<file path="config.mk">
export PLATFORM = sky130hd
export DESIGN_NAME = writeback_rr_flat
export DESIGN_NICKNAME = d
export VERILOG_FILES = /design/src/rtl/writeback_rr_pkg.sv /design/src/rtl/writeback_rr_if.sv /design/src/rtl/writeback_rr_wb_arb_chan.sv /design/src/rtl/writeback_rr.sv /design/src/flat_wrapper.sv
export SDC_FILE = /design/constraint.sdc
export NUM_CORES = 1
export LEC_CHECK = 0
export CORE_AREA = 2 2 525 527
export CTS_CLUSTER_SIZE = 30
export DETAILED_ROUTE_END_ITERATION = 7
export DIE_AREA = 0 0 527 529
export HOLD_SLACK_MARGIN = 0.03
export PLACE_DENSITY = 0.3
export SLEW_MARGIN = 25
export SYNTH_ARGS = -nofsm -noshare
export SYNTH_HDL_FRONTEND = slang
export SYNTH_SLANG_ARGS = --single-unit
export TNS_END_PERCENT = 10
</file>
<file path="constraint.sdc">
create_clock -name clk -period 4.1 [get_ports clk]
set_clock_uncertainty 0.05 [all_clocks]
set_input_delay 0.82 -clock clk [delete_from_list [all_inputs] [get_ports clk]]
set_output_delay 0.82 -clock clk [all_outputs]
set_load 0.02 [all_outputs]
</file>
<file path="src/rtl/writeback_rr_pkg.sv">
// Shared writeback widths, payload layouts and arbitration helpers.
// Warp/register/data widths live here so every writeback block agrees on them.
package writeback_rr_pkg;

    localparam int unsigned DEPTH_WARP   = 3;
    localparam int unsigned REGIDX_WIDTH = 5;
    localparam int unsigned REGEXT_WIDTH = 3;
    localparam int unsigned XLEN         = 32;
    localparam int unsigned NUM_THREAD   = 4;
    localparam int unsigned REGW         = REGIDX_WIDTH + REGEXT_WIDTH;

    typedef struct packed {
        logic [DEPTH_WARP-1:0] warp_id;
        logic                  wxd;
        logic [REGW-1:0]       reg_idxw;
        logic [XLEN-1:0]       wb_wxd_rd;
    } x_entry_t;

    typedef struct packed {
        logic [DEPTH_WARP-1:0]      warp_id;
        logic                       wvd;
        logic [REGW-1:0]            reg_idxw;
        logic [NUM_THREAD-1:0]      wvd_mask;
        logic [XLEN*NUM_THREAD-1:0] wb_wvd_rd;
    } v_entry_t;

    function automatic int unsigned ptr_width(input int unsigned n);
        return (n > 1) ? $clog2(n) : 1;
    endfunction

    // Index of the lowest set bit; 0 when the vector is empty.
    function automatic logic [3:0] lowest_set(input logic [15:0] v);
        logic [3:0] r;
        r = '0;
        for (int unsigned i = 16; i > 0; i--) begin
            if (v[i-1]) r = 4'(i - 1);
        end
        return r;
    endfunction

endpackage

</file>
<file path="src/rtl/writeback_rr_if.sv">
// Writeback bundle: per-source x/v inputs and the registered x/v results.
interface writeback_rr_if
    import writeback_rr_pkg::*;
#(
    parameter int unsigned NUM_X = 6,
    parameter int unsigned NUM_V = 6
);

    logic [NUM_X-1:0]                 in_x_valid_i;
    logic [NUM_X-1:0]                 in_x_ready_o;
    logic [DEPTH_WARP*NUM_X-1:0]      in_x_warp_id_i;
    logic [NUM_X-1:0]                 in_x_wxd_i;
    logic [REGW*NUM_X-1:0]            in_x_reg_idxw_i;
    logic [XLEN*NUM_X-1:0]            in_x_wb_wxd_rd_i;

    logic [NUM_V-1:0]                 in_v_valid_i;
    logic [NUM_V-1:0]                 in_v_ready_o;
    logic [DEPTH_WARP*NUM_V-1:0]      in_v_warp_id_i;
    logic [NUM_V-1:0]                 in_v_wvd_i;
    logic [REGW*NUM_V-1:0]            in_v_reg_idxw_i;
    logic [NUM_THREAD*NUM_V-1:0]      in_v_wvd_mask_i;
    logic [XLEN*NUM_THREAD*NUM_V-1:0] in_v_wb_wvd_rd_i;

    logic                             out_x_valid_o;
    logic                             out_x_ready_i;
    logic [DEPTH_WARP-1:0]            out_x_warp_id_o;
    logic                             out_x_wxd_o;
    logic [REGW-1:0]                  out_x_reg_idxw_o;
    logic [XLEN-1:0]                  out_x_wb_wxd_rd_o;

    logic                             out_v_valid_o;
    logic                             out_v_ready_i;
    logic [DEPTH_WARP-1:0]            out_v_warp_id_o;
    logic                             out_v_wvd_o;
    logic [REGW-1:0]                  out_v_reg_idxw_o;
    logic [NUM_THREAD-1:0]            out_v_wvd_mask_o;
    logic [XLEN*NUM_THREAD-1:0]       out_v_wb_wvd_rd_o;

    modport slave (
        input  in_x_valid_i, in_x_warp_id_i, in_x_wxd_i, in_x_reg_idxw_i, in_x_wb_wxd_rd_i,
        output in_x_ready_o,
        input  in_v_valid_i, in_v_warp_id_i, in_v_wvd_i, in_v_reg_idxw_i, in_v_wvd_mask_i,
        input  in_v_wb_wvd_rd_i,
        output in_v_ready_o,
        output out_x_valid_o, out_x_warp_id_o, out_x_wxd_o, out_x_reg_idxw_o, out_x_wb_wxd_rd_o,
        input  out_x_ready_i,
        output out_v_valid_o, out_v_warp_id_o, out_v_wvd_o, out_v_reg_idxw_o, out_v_wvd_mask_o,
        output out_v_wb_wvd_rd_o,
        input  out_v_ready_i
    );

    modport master (
        output in_x_valid_i, in_x_warp_id_i, in_x_wxd_i, in_x_reg_idxw_i, in_x_wb_wxd_rd_i,
        input  in_x_ready_o,
        output in_v_valid_i, in_v_warp_id_i, in_v_wvd_i, in_v_reg_idxw_i, in_v_wvd_mask_i,
        output in_v_wb_wvd_rd_i,
        input  in_v_ready_o,
        input  out_x_valid_o, out_x_warp_id_o, out_x_wxd_o, out_x_reg_idxw_o, out_x_wb_wxd_rd_o,
        output out_x_ready_i,
        input  out_v_valid_o, out_v_warp_id_o, out_v_wvd_o, out_v_reg_idxw_o, out_v_wvd_mask_o,
        input  out_v_wb_wvd_rd_o,
        output out_v_ready_i
    );

endinterface

</file>
<file path="src/rtl/writeback_rr_wb_arb_chan.sv">
// One writeback channel: N-way arbiter feeding a single registered output slot.
// WB_ROUND_ROBIN_EN selects round-robin grant; otherwise lowest index wins.
module wb_arb_chan
    import writeback_rr_pkg::*;
#(
    parameter int unsigned NUM_IN = 6,
    parameter int unsigned DATA_W = 8
) (
    input  logic                     clk,
    input  logic                     rst,
    input  logic [NUM_IN-1:0]        in_valid,
    output logic [NUM_IN-1:0]        in_ready,
    input  logic [DATA_W*NUM_IN-1:0] in_data,
    output logic                     out_valid,
    input  logic                     out_ready,
    output logic [DATA_W-1:0]        out_data
);

    localparam int unsigned PTR_W = ptr_width(NUM_IN);

    logic              free;
    logic              any_valid;
    logic              accept;
    logic [15:0]       valid_ext;
    logic [3:0]        pick;
    logic [PTR_W-1:0]  gidx;

`ifdef WB_ROUND_ROBIN_EN
    logic [PTR_W-1:0]  ptr;
    logic [15:0]       above;

    // Requests at or above ptr win first; otherwise wrap to the lowest request.
    always_comb begin
        valid_ext = 16'(in_valid);
        above     = valid_ext & ~((16'd1 << ptr) - 16'd1);
        pick      = (above != '0) ? lowest_set(above) : lowest_set(valid_ext);
    end

    always_ff @(posedge clk or posedge rst) begin
        if (rst) begin
            ptr <= '0;
        end else if (accept) begin
            ptr <= (gidx == PTR_W'(NUM_IN - 1)) ? '0 : gidx + 1'b1;
        end
    end
`else
    always_comb begin
        valid_ext = 16'(in_valid);
        pick      = lowest_set(valid_ext);
    end
`endif

    assign gidx      = PTR_W'(pick);
    assign any_valid = |in_valid;
    assign free      = !out_valid || out_ready;
    assign accept    = any_valid && free;
    assign in_ready  = accept ? (NUM_IN'(1) << gidx) : '0;

    always_ff @(posedge clk or posedge rst) begin
        if (rst) begin
            out_valid <= 1'b0;
        end else if (free) begin
            out_valid <= any_valid;
        end
    end

    // Payload is meaningless while out_valid is low, so it carries no reset.
    always_ff @(posedge clk) begin
        if (accept) begin
            out_data <= in_data[gidx*DATA_W +: DATA_W];
        end
    end

endmodule

</file>
<file path="src/rtl/writeback_rr.sv">
// Writeback collector: independent x and v channels, each arbitrated into one output slot.
// Define WB_ROUND_ROBIN_EN for round-robin grant; default build uses fixed lowest-index priority.
module writeback_rr
    import writeback_rr_pkg::*;
#(
    parameter int unsigned NUM_X = 6,
    parameter int unsigned NUM_V = 6
) (
    input logic           clk,
    input logic           rst,
    writeback_rr_if.slave bus
);

    localparam int unsigned XW = $bits(x_entry_t);
    localparam int unsigned VW = $bits(v_entry_t);

    logic [XW*NUM_X-1:0] x_flat;
    logic [VW*NUM_V-1:0] v_flat;
    x_entry_t            x_out;
    v_entry_t            v_out;

    // Each source's fields are packed in the same order as the entry structs.
    always_comb begin
        x_flat = '0;
        for (int unsigned n = 0; n < NUM_X; n++) begin
            x_flat[n*XW +: XW] = {bus.in_x_warp_id_i[n*DEPTH_WARP +: DEPTH_WARP],
                                  bus.in_x_wxd_i[n],
                                  bus.in_x_reg_idxw_i[n*REGW +: REGW],
                                  bus.in_x_wb_wxd_rd_i[n*XLEN +: XLEN]};
        end
    end

    always_comb begin
        v_flat = '0;
        for (int unsigned m = 0; m < NUM_V; m++) begin
            v_flat[m*VW +: VW] = {bus.in_v_warp_id_i[m*DEPTH_WARP +: DEPTH_WARP],
                                  bus.in_v_wvd_i[m],
                                  bus.in_v_reg_idxw_i[m*REGW +: REGW],
                                  bus.in_v_wvd_mask_i[m*NUM_THREAD +: NUM_THREAD],
                                  bus.in_v_wb_wvd_rd_i[m*XLEN*NUM_THREAD +: XLEN*NUM_THREAD]};
        end
    end

    wb_arb_chan #(.NUM_IN(NUM_X), .DATA_W(XW)) x_chan (
        .clk       (clk),
        .rst       (rst),
        .in_valid  (bus.in_x_valid_i),
        .in_ready  (bus.in_x_ready_o),
        .in_data   (x_flat),
        .out_valid (bus.out_x_valid_o),
        .out_ready (bus.out_x_ready_i),
        .out_data  (x_out)
    );

    wb_arb_chan #(.NUM_IN(NUM_V), .DATA_W(VW)) v_chan (
        .clk       (clk),
        .rst       (rst),
        .in_valid  (bus.in_v_valid_i),
        .in_ready  (bus.in_v_ready_o),
        .in_data   (v_flat),
        .out_valid (bus.out_v_valid_o),
        .out_ready (bus.out_v_ready_i),
        .out_data  (v_out)
    );

    assign bus.out_x_warp_id_o   = x_out.warp_id;
    assign bus.out_x_wxd_o       = x_out.wxd;
    assign bus.out_x_reg_idxw_o  = x_out.reg_idxw;
    assign bus.out_x_wb_wxd_rd_o = x_out.wb_wxd_rd;

    assign bus.out_v_warp_id_o   = v_out.warp_id;
    assign bus.out_v_wvd_o       = v_out.wvd;
    assign bus.out_v_reg_idxw_o  = v_out.reg_idxw;
    assign bus.out_v_wvd_mask_o  = v_out.wvd_mask;
    assign bus.out_v_wb_wvd_rd_o = v_out.wb_wvd_rd;

endmodule

</file>
<file path="src/flat_wrapper.sv">
// flat-port wrapper written by rule: the top's interface ports become plain ports
module writeback_rr_flat import writeback_rr_pkg::*;
#(
    parameter int unsigned NUM_X = 6,
    parameter int unsigned NUM_V = 6
)
  (clk, rst, bus_in_x_valid_i, bus_in_x_warp_id_i, bus_in_x_wxd_i, bus_in_x_reg_idxw_i, bus_in_x_wb_wxd_rd_i, bus_in_x_ready_o, bus_in_v_valid_i, bus_in_v_warp_id_i, bus_in_v_wvd_i, bus_in_v_reg_idxw_i, bus_in_v_wvd_mask_i, bus_in_v_wb_wvd_rd_i, bus_in_v_ready_o, bus_out_x_valid_o, bus_out_x_warp_id_o, bus_out_x_wxd_o, bus_out_x_reg_idxw_o, bus_out_x_wb_wxd_rd_o, bus_out_x_ready_i, bus_out_v_valid_o, bus_out_v_warp_id_o, bus_out_v_wvd_o, bus_out_v_reg_idxw_o, bus_out_v_wvd_mask_o, bus_out_v_wb_wvd_rd_o, bus_out_v_ready_i);
  writeback_rr_if #(.NUM_X(NUM_X), .NUM_V(NUM_V)) bus_i ();
  input logic clk;
  input logic rst;
  input wire logic [$bits(bus_i.in_x_valid_i)-1:0] bus_in_x_valid_i;
  input wire logic [$bits(bus_i.in_x_warp_id_i)-1:0] bus_in_x_warp_id_i;
  input wire logic [$bits(bus_i.in_x_wxd_i)-1:0] bus_in_x_wxd_i;
  input wire logic [$bits(bus_i.in_x_reg_idxw_i)-1:0] bus_in_x_reg_idxw_i;
  input wire logic [$bits(bus_i.in_x_wb_wxd_rd_i)-1:0] bus_in_x_wb_wxd_rd_i;
  output wire logic [$bits(bus_i.in_x_ready_o)-1:0] bus_in_x_ready_o;
  input wire logic [$bits(bus_i.in_v_valid_i)-1:0] bus_in_v_valid_i;
  input wire logic [$bits(bus_i.in_v_warp_id_i)-1:0] bus_in_v_warp_id_i;
  input wire logic [$bits(bus_i.in_v_wvd_i)-1:0] bus_in_v_wvd_i;
  input wire logic [$bits(bus_i.in_v_reg_idxw_i)-1:0] bus_in_v_reg_idxw_i;
  input wire logic [$bits(bus_i.in_v_wvd_mask_i)-1:0] bus_in_v_wvd_mask_i;
  input wire logic [$bits(bus_i.in_v_wb_wvd_rd_i)-1:0] bus_in_v_wb_wvd_rd_i;
  output wire logic [$bits(bus_i.in_v_ready_o)-1:0] bus_in_v_ready_o;
  output wire logic [$bits(bus_i.out_x_valid_o)-1:0] bus_out_x_valid_o;
  output wire logic [$bits(bus_i.out_x_warp_id_o)-1:0] bus_out_x_warp_id_o;
  output wire logic [$bits(bus_i.out_x_wxd_o)-1:0] bus_out_x_wxd_o;
  output wire logic [$bits(bus_i.out_x_reg_idxw_o)-1:0] bus_out_x_reg_idxw_o;
  output wire logic [$bits(bus_i.out_x_wb_wxd_rd_o)-1:0] bus_out_x_wb_wxd_rd_o;
  input wire logic [$bits(bus_i.out_x_ready_i)-1:0] bus_out_x_ready_i;
  output wire logic [$bits(bus_i.out_v_valid_o)-1:0] bus_out_v_valid_o;
  output wire logic [$bits(bus_i.out_v_warp_id_o)-1:0] bus_out_v_warp_id_o;
  output wire logic [$bits(bus_i.out_v_wvd_o)-1:0] bus_out_v_wvd_o;
  output wire logic [$bits(bus_i.out_v_reg_idxw_o)-1:0] bus_out_v_reg_idxw_o;
  output wire logic [$bits(bus_i.out_v_wvd_mask_o)-1:0] bus_out_v_wvd_mask_o;
  output wire logic [$bits(bus_i.out_v_wb_wvd_rd_o)-1:0] bus_out_v_wb_wvd_rd_o;
  input wire logic [$bits(bus_i.out_v_ready_i)-1:0] bus_out_v_ready_i;
  assign bus_i.in_x_valid_i = bus_in_x_valid_i;
  assign bus_i.in_x_warp_id_i = bus_in_x_warp_id_i;
  assign bus_i.in_x_wxd_i = bus_in_x_wxd_i;
  assign bus_i.in_x_reg_idxw_i = bus_in_x_reg_idxw_i;
  assign bus_i.in_x_wb_wxd_rd_i = bus_in_x_wb_wxd_rd_i;
  assign bus_in_x_ready_o = bus_i.in_x_ready_o;
  assign bus_i.in_v_valid_i = bus_in_v_valid_i;
  assign bus_i.in_v_warp_id_i = bus_in_v_warp_id_i;
  assign bus_i.in_v_wvd_i = bus_in_v_wvd_i;
  assign bus_i.in_v_reg_idxw_i = bus_in_v_reg_idxw_i;
  assign bus_i.in_v_wvd_mask_i = bus_in_v_wvd_mask_i;
  assign bus_i.in_v_wb_wvd_rd_i = bus_in_v_wb_wvd_rd_i;
  assign bus_in_v_ready_o = bus_i.in_v_ready_o;
  assign bus_out_x_valid_o = bus_i.out_x_valid_o;
  assign bus_out_x_warp_id_o = bus_i.out_x_warp_id_o;
  assign bus_out_x_wxd_o = bus_i.out_x_wxd_o;
  assign bus_out_x_reg_idxw_o = bus_i.out_x_reg_idxw_o;
  assign bus_out_x_wb_wxd_rd_o = bus_i.out_x_wb_wxd_rd_o;
  assign bus_i.out_x_ready_i = bus_out_x_ready_i;
  assign bus_out_v_valid_o = bus_i.out_v_valid_o;
  assign bus_out_v_warp_id_o = bus_i.out_v_warp_id_o;
  assign bus_out_v_wvd_o = bus_i.out_v_wvd_o;
  assign bus_out_v_reg_idxw_o = bus_i.out_v_reg_idxw_o;
  assign bus_out_v_wvd_mask_o = bus_i.out_v_wvd_mask_o;
  assign bus_out_v_wb_wvd_rd_o = bus_i.out_v_wb_wvd_rd_o;
  assign bus_i.out_v_ready_i = bus_out_v_ready_i;
  writeback_rr #(.NUM_X(NUM_X), .NUM_V(NUM_V)) u_core (.clk(clk), .rst(rst), .bus(bus_i));
endmodule
</file>
==> impl_metrics.prom, run 1 <==
# TYPE chip_impl_metric gauge
chip_impl_info{name="status",value="finished clean"} 1
chip_impl_metric{name="synth-edff-count",unit=""} 188
chip_impl_info{name="endpoint_kind",value="primary output"} 1
chip_impl_metric{name="switching_share",unit=""} 0.346
chip_impl_metric{name="synthMuxAreaShare",unit=""} 0
chip_impl_metric{name="chipWidth",unit="µm"} 527
chip_impl_metric{name="htree_num_levels",unit=""} 4
chip_impl_info{name="mostFrequentLayoutCells",value="clkdlybuf4s50_1, a221oi_1, a21oi_1"} 1
chip_impl_info{name="root_buffer",value="clkbuf_16"} 1
chip_impl_metric{name="grt_overflow_total",unit=""} 0
chip_impl_metric{name="drtAntennaViolNets",unit=""} 0
chip_impl_metric{name="gr-usage-all-layers",unit=""} 0.133
chip_impl_metric{name="transition_at_the_pin_with_the_smallest_max_transition_slack",unit="ps"} 1160
chip_impl_metric{name="cp_max_fo",unit=""} 6
chip_impl_metric{name="max_freq",unit="GHz"} 0.246
chip_impl_metric{name="final-setup-viol-count",unit=""} 0
chip_impl_metric{name="clkLatencyLatePin",unit="ps"} 570
chip_impl_metric{name="p_int",unit="µW"} 5150
chip_impl_metric{name="synth-seq-area-share",unit=""} 0.447
chip_impl_metric{name="max_transition_viols_final",unit=""} 0
chip_impl_metric{name="io_pins",unit=""} 1346
chip_impl_metric{name="routedWlPerCell",unit="µm"} 31.6
chip_impl_metric{name="synth_simple_gate_area_share",unit=""} 0.0207
chip_impl_metric{name="synth-async-reset-ratio",unit=""} 0.0105
chip_impl_info{name="holdCritPathClass",value="in -> async"} 1
chip_impl_metric{name="place.detailed.hpwl",unit="mm"} 171
chip_impl_metric{name="pin_count_of_the_biggest_net_entering_global_routing",unit=""} 76
chip_impl_metric{name="grt_antenna_before_repair",unit=""} 134
chip_impl_metric{name="io_buffer_count",unit=""} 1345
chip_impl_metric{name="final.min_clock_period",unit="ps"} 4060
chip_impl_metric{name="netlist_area",unit="µm²"} 12700
chip_impl_metric{name="ratio_of_total_power_to_cell_area",unit="nW/µm²"} 246
chip_impl_metric{name="cellLeakagePower",unit="µW"} 0.00982
chip_impl_metric{name="grt_pass1_wl",unit="mm"} 238
chip_impl_metric{name="syn-mean-instance-area",unit="µm²"} 10.5
chip_impl_info{name="startpoint_type",value="primary input"} 1
chip_impl_metric{name="timing.final.crit_share",unit=""} 0.991
chip_impl_metric{name="cp.arrival",unit="ps"} 3190
chip_impl_metric{name="total_power",unit="µW"} 7870
chip_impl_metric{name="clk_pin_slew",unit="ps"} 90
chip_impl_metric{name="die_area",unit="µm²"} 279000
chip_impl_metric{name="drv.max_cap_violation_count",unit=""} 0
chip_impl_metric{name="drc_errors",unit=""} 0
chip_impl_metric{name="cts-hold-fix-buffers",unit=""} 0
chip_impl_metric{name="slew-limit-headroom",unit=""} 0.227
chip_impl_metric{name="setup_tns",unit="ps"} 0
chip_impl_metric{name="globalplace.congestion",unit=""} 0.873
chip_impl_metric{name="synth_adder_area_share",unit=""} 0
chip_impl_metric{name="first_global_vias",unit=""} 19980
chip_impl_metric{name="post_synth_inst_count",unit=""} 1213
chip_impl_metric{name="placement_rows",unit=""} 192
chip_impl_info{name="tritoncts_clock_tree",value="done"} 1
chip_impl_metric{name="compound_gate_portion_of_the_synthesized_area",unit=""} 0.470
chip_impl_metric{name="power.clock.fraction",unit=""} 0.298
chip_impl_metric{name="detail_route.first_pass.iterations",unit=""} 7
chip_impl_info{name="rsz_0062_raised_after_global_routing",value="no"} 1
chip_impl_metric{name="flow.area_growth_from_synthesis",unit="%"} 152
chip_impl_metric{name="drt-vias-per-instance",unit=""} 3.10
chip_impl_metric{name="synth.net_count",unit=""} 2357
chip_impl_metric{name="start_util",unit=""} 0.0467
chip_impl_metric{name="ys_seq_elements",unit=""} 190
chip_impl_metric{name="dr_total_vias",unit=""} 19149
chip_impl_metric{name="irDropWorstVdd",unit="mV"} 0.189
chip_impl_metric{name="max-clock-path-buffers",unit=""} 3
chip_impl_metric{name="detailedRoute.firstIterationViolations",unit=""} 1212
chip_impl_metric{name="hold_violations",unit=""} 0
chip_impl_metric{name="ctsResizeCount",unit=""} 3
chip_impl_metric{name="post_cts.repair.setup_buffers",unit=""} 0
chip_impl_metric{name="comb_power_share",unit=""} 0.386
chip_impl_metric{name="placeableCoreArea",unit="µm²"} 273000
chip_impl_info{name="timing_worst_setup_path_type",value="in -> out"} 1
chip_impl_metric{name="final_net_count",unit=""} 3676
chip_impl_metric{name="cts_sinks",unit=""} 190
chip_impl_info{name="layout.cells.most_common",value="clkdlybuf4s50_1"} 1
chip_impl_metric{name="cp_data_required_time",unit="ps"} 3230
chip_impl_metric{name="synth_xor_xnor_area_share",unit=""} 0
chip_impl_metric{name="hold-worst-slack",unit="ps"} 360
chip_impl_info{name="main_combinational_cell_family_by_area_after_synthesis",value="compound AO/OA/AOI/OAI gates"} 1
chip_impl_metric{name="p_sw",unit="µW"} 2720
chip_impl_metric{name="seq_power_share",unit=""} 0.316
chip_impl_metric{name="tritoncts.num_buffers",unit=""} 25
chip_impl_metric{name="post_route_cells_drive_above_1_share",unit=""} 0.0690
chip_impl_metric{name="yosysUniqueCellTypes",unit=""} 35
chip_impl_metric{name="floorplan.die.height",unit="µm"} 529
chip_impl_metric{name="ys_warn_count",unit=""} 0
chip_impl_metric{name="finalWirelength",unit="mm"} 195
chip_impl_info{name="synth_ff_type",value="edfxtp_1"} 1
## power by group through the flow
stage	clock network (µW)	logic [µW]	registers [µW]
after floorplan	0	571	2680
after global placement	0	3110	2550
after global routing	2560	3210	2510
after detailed placement	0	3100	2540
final	2350	3040	2490
after CTS	2540	3130	2510
## metrics by stage
stage,worst slack [ps],cells,cell area [µm²],util
final,35.9,6176,32100,0.117
after floorplan,19.3,1213,12700,-
after detailed placement,-288,6094,31200,0.114
after global routing,23.0,6151,32000,0.117
after CTS,21.9,6126,31900,0.117
after global placement,-266,6094,31200,0.114
## synthesized netlist by cell type (2+ instances only)
master,instances,area [µm²]
inv_1,5,18.8
buf_4,18,135
a221oi_1,332,2910
buf_2,37,185
a21oi_1,233,1170
o31ai_1,2,15.0
dfrtp_1,2,50.1
and3_1,3,18.8
nor2_1,9,33.8
nor3b_1,3,22.5
nor2b_1,5,31.3
or2_2,2,12.5
nor4_1,2,12.5
and2_1,3,18.8
nand3b_1,2,15.0
edfxtp_1,188,5650
nand2_1,5,18.8
clkbuf_4,2,15.0
a22oi_1,145,1090
a32oi_1,43,377
a22o_1,43,377
nor3_1,3,15.0
clkbuf_1,114,428
## cell type report
type	instances	area, µm²
Fill cell	31237	241000
Timing Repair Buffer	1464	14700
Multi-Input combinational cell	845	6360
Sequential cell	190	5700
Tap cell	3589	4490
Clock buffer	25	626
Antenna cell	50	125
Clock inverter	7	88.8
Inverter	6	26.3
## registers in the layout, summed over array words and instances, names as in the netlist
signal                   count
u_core.v_chan.out_valid      1
u_core.v_chan.out_data     144
u_core.x_chan.out_data      44
u_core.x_chan.out_valid      1
## routing by layer
metal  wire (µm)  track usage
met1       69600        0.139
met2       95600        0.232
met3       21900       0.0639
met4        7310       0.0497
met5         581            0
## critical path, cell delays in order
cell,delay (ps)
clkdlybuf4s50_1,490
buf_4,210
buf_4,170
o41ai_4,360
nor3b_4,370
buf_4,170
clkdlybuf4s50_1,600
## logic make-up (layout without fill, tap and decap cells)
family | count (synthesis) | after routing
AOI/OAI and AO/OA | 802 | 802
DFF | 190 | 190
buffers and inverters | 178 | 1502
and+or+nand+nor | 43 | 43
other | 0 | 50
## final timing paths
path	start	to	slack [ps]	depth (start not counted)
max in group asynchronous	rst	u_core.v_chan.out_valid	3500	2
hold / removal	rst	u_core.x_chan.out_valid	360	2
setup reg to reg	u_core.v_chan.out_valid	u_core.v_chan.out_data[84]	1940	6
min in group clk	u_core.v_chan.out_valid	u_core.v_chan.out_valid	870	3
hold reg to reg	u_core.v_chan.out_valid	u_core.v_chan.out_valid	870	3
setup / recovery	bus_in_x_valid_i[3]	bus_in_x_ready_o[4]	40	7
No activity file was read; power rests on OpenSTA's default activity.
==> run 2, diff against run 1 <==
--- a/config.mk
+++ b/config.mk
@@ -9,6 +9,7 @@
 export CTS_CLUSTER_SIZE = 30
 export DETAILED_ROUTE_END_ITERATION = 7
 export DIE_AREA = 0 0 527 529
+export GPL_TIMING_DRIVEN = 0
 export HOLD_SLACK_MARGIN = 0.03
 export PLACE_DENSITY = 0.3
 export SLEW_MARGIN = 25
==> constraint.sdc (replaced) <==
create_clock -name clk -period 3.3 [get_ports clk]
set_clock_uncertainty 0.05 [all_clocks]
set_input_delay 0.66 -clock clk [delete_from_list [all_inputs] [get_ports clk]]
set_output_delay 0.66 -clock clk [all_outputs]
set_load 0.02 [all_outputs]
==> run 2 against run 1 <==
Compared with the run above: die area is the same; setup slack lost 16 ps; wire length grew 11%.
==> impl_metrics.prom, run 2 (same netlist as run 1, synthesis figures left out) <==
# TYPE chip_impl_metric gauge
chip_impl_info{name="status",value="finished clean"} 1
chip_impl_metric{name="chipWidth",unit="µm"} 527
chip_impl_info{name="startpoint_type",value="primary input"} 1
chip_impl_metric{name="tritoncts.num_buffers",unit=""} 25
chip_impl_metric{name="io_buffer_count",unit=""} 1343
chip_impl_metric{name="dr_total_vias",unit=""} 19800
chip_impl_metric{name="die_area",unit="µm²"} 279000
chip_impl_metric{name="p_int",unit="µW"} 6570
chip_impl_metric{name="detailedRoute.firstIterationViolations",unit=""} 1296
chip_impl_metric{name="grt_antenna_before_repair",unit=""} 153
chip_impl_info{name="root_buffer",value="clkbuf_16"} 1
chip_impl_info{name="crit_path_cell_trace",value="clkdlybuf4s50_1 > nor2b_1 > o41ai_4 > buf_4 > buf_4 > buf_6 > clkbuf_1 > a32oi_1 > a21oi_1"} 1
chip_impl_metric{name="ratio_of_total_power_to_cell_area",unit="nW/µm²"} 312
chip_impl_metric{name="final_net_count",unit=""} 3769
chip_impl_metric{name="drt-vias-per-instance",unit=""} 3.16
chip_impl_metric{name="comb_power_share",unit=""} 0.395
chip_impl_metric{name="post_route_cells_drive_above_1_share",unit=""} 0.0772
chip_impl_metric{name="globalplace.congestion",unit=""} 0.891
chip_impl_metric{name="cellLeakagePower",unit="µW"} 0.0100
chip_impl_metric{name="hold-worst-slack",unit="ps"} 267
chip_impl_metric{name="start_util",unit=""} 0.0467
chip_impl_metric{name="max_transition_viols_final",unit=""} 0
chip_impl_metric{name="max-clock-path-buffers",unit=""} 3
chip_impl_metric{name="power.clock.fraction",unit=""} 0.307
chip_impl_info{name="holdCritPathClass",value="in -> async"} 1
chip_impl_metric{name="clkLatencyLatePin",unit="ps"} 570
chip_impl_metric{name="largest_reg_flops",unit=""} 144
chip_impl_metric{name="timing.final.crit_share",unit=""} 0.994
chip_impl_metric{name="fin_cells",unit=""} 6257
chip_impl_metric{name="final.min_clock_period",unit="ps"} 3280
chip_impl_metric{name="floorplan.die.height",unit="µm"} 529
chip_impl_metric{name="transition_at_the_pin_with_the_smallest_max_transition_slack",unit="ps"} 1030
chip_impl_metric{name="setup_tns",unit="ps"} 0
chip_impl_metric{name="detail_route.first_pass.iterations",unit=""} 7
chip_impl_info{name="rsz_0062_raised_after_global_routing",value="yes"} 1
chip_impl_metric{name="grt_overflow_total",unit=""} 0
chip_impl_info{name="mostFrequentLayoutCells",value="clkdlybuf4s50_1, a221oi_1, a21oi_1"} 1
chip_impl_metric{name="max_freq",unit="GHz"} 0.305
chip_impl_info{name="layout.cells.most_common",value="clkdlybuf4s50_1"} 1
chip_impl_metric{name="final-setup-viol-count",unit=""} 0
chip_impl_metric{name="p_sw",unit="µW"} 3570
chip_impl_metric{name="placeableCoreArea",unit="µm²"} 273000
chip_impl_metric{name="io_pins",unit=""} 1346
chip_impl_metric{name="cts-hold-fix-buffers",unit=""} 0
chip_impl_metric{name="placement_rows",unit=""} 192
chip_impl_info{name="timing_worst_setup_path_type",value="in -> reg"} 1
chip_impl_metric{name="drc_errors",unit=""} 0
chip_impl_metric{name="worst_slack",unit="ps"} 20.3
chip_impl_metric{name="grt_pass1_wl",unit="mm"} 261
chip_impl_metric{name="seq_power_share",unit=""} 0.298
chip_impl_metric{name="critical-path-max-stage-delay",unit="ps"} 490
chip_impl_metric{name="cp_max_fo",unit=""} 10
chip_impl_info{name="largest_register",value="u_core.v_chan.out_data"} 1
chip_impl_metric{name="switching_share",unit=""} 0.352
chip_impl_metric{name="htree_num_levels",unit=""} 4
chip_impl_metric{name="clk_pin_slew",unit="ps"} 90
chip_impl_metric{name="worst_slack_after_detailed_placement",unit="ps"} -2100
chip_impl_info{name="endpoint_kind",value="flip-flop"} 1
chip_impl_metric{name="cts_sinks",unit=""} 190
chip_impl_metric{name="flow.area_growth_from_synthesis",unit="%"} 155
chip_impl_metric{name="place.detailed.hpwl",unit="mm"} 192
chip_impl_metric{name="irDropWorstVdd",unit="mV"} 0.223
chip_impl_metric{name="drtAntennaViolNets",unit=""} 0
chip_impl_metric{name="finalWirelength",unit="mm"} 217
chip_impl_metric{name="routedWlPerCell",unit="µm"} 34.7
chip_impl_info{name="cp_slowest_cell",value="clkbuf_1"} 1
chip_impl_metric{name="hold_violations",unit=""} 0
chip_impl_metric{name="n_fill_cell",unit=""} 31285
chip_impl_metric{name="post-route-util",unit=""} 0.119
chip_impl_info{name="tritoncts_clock_tree",value="done"} 1
chip_impl_metric{name="dp_cells",unit=""} 6172
chip_impl_info{name="cpMostUsedCell",value="buf_4"} 1
chip_impl_metric{name="gr-usage-all-layers",unit=""} 0.149
chip_impl_info{name="reg_top3",value="u_core.v_chan.out_data: 144 flops, u_core.x_chan.out_data: 44 flops"} 1
chip_impl_metric{name="drv.max_cap_violation_count",unit=""} 0
chip_impl_metric{name="cp_data_required_time",unit="ps"} 3590
chip_impl_metric{name="first_global_vias",unit=""} 20662
chip_impl_metric{name="slew-limit-headroom",unit=""} 0.311
chip_impl_metric{name="cp.arrival",unit="ps"} 3570
chip_impl_metric{name="pin_count_of_the_biggest_net_entering_global_routing",unit=""} 28
-- run 2: changes by cell type in the layout (fill, tap and decap cells not counted), sizes merged, moves of 3 or more --
cell	delta
buf	-24
dlygate4sd2	+7
clkdlybuf4s50	-11
clkbuf	+115
bufbuf	+3
clkdlybuf4s15	+3
diode	-13
-- run 2: area by class of cell --
| class | count | area, µm² | share of cell area |
|---|---|---|---|
| sequential | 190 | 5700 | 0.175 |
| multi-input combinational | 845 | 6440 | 0.198 |
| antenna | 37 | 92.6 | 0.00285 |
| timing repair buffer | 1387 | 14000 | 0.430 |
| inverter | 6 | 26.3 | 0.000809 |
| tap | 3589 | 4490 | 0.138 |
| clock inverter | 8 | 138 | 0.00424 |
| clock buffer | 25 | 626 | 0.0193 |
| buffer | 170 | 998 | 0.0308 |
-- run 2: metrics by stage --
| step | total power (µW) | instance area, µm² |
|---|---|---|
| finish | 10100 | 32500 |
| global route | 10600 | 32400 |
| CTS | 10500 | 32300 |
| floorplan | 4040 | 12800 |
| global placement | 7110 | 30700 |
| detailed placement | 7130 | 31200 |
-- run 2: layer usage --
layer / GRT usage / share of wire
met5: 0 / 0.0040
met4: 0.0340 / 0.023
met3: 0.0790 / 0.12
met2: 0.273 / 0.51
met1: 0.147 / 0.34
-- run 2: path summary, 6_finish.rpt --
kind | cells after the start | endpoint | startpoint | slack [ps]
max | 9 | u_core.x_chan.out_data[24] | bus_in_x_valid_i[5] | 20
min | 2 | u_core.v_chan.out_valid | rst | 270
max reg2reg | 6 | u_core.v_chan.out_data[47] | u_core.v_chan.out_valid | 950
min reg2reg | 2 | u_core.v_chan.out_valid | u_core.v_chan.out_valid | 740
max in group asynchronous | 2 | u_core.x_chan.out_valid | rst | 2710
min in group clk | 3 | u_core.v_chan.out_valid | bus_in_v_valid_i[4] | 570
-- run 2: power groups by stage --
stage	Combinational (µW)	Clock [µW]	Sequential, µW
after floorplan	713	0	3330
after global placement	4010	0	3100
after detailed placement	4050	0	3080
after CTS	4130	3370	3030
after global routing	4220	3380	3050
final	4010	3110	3020
-- run 2: worst max-delay path: cells and delay by family --
kind | cells | cell delay, ps
buf+inv | 5 | 1530
compound gates | 3 | 1140
simple gates | 1 | 210
-- run 2: repair_timing --
item | CTS | global route
resized for setup | 91 | 9
setup endpoints to repair | 142 | 9
pin swaps | 4 | 0
setup buffers | 17 | 0
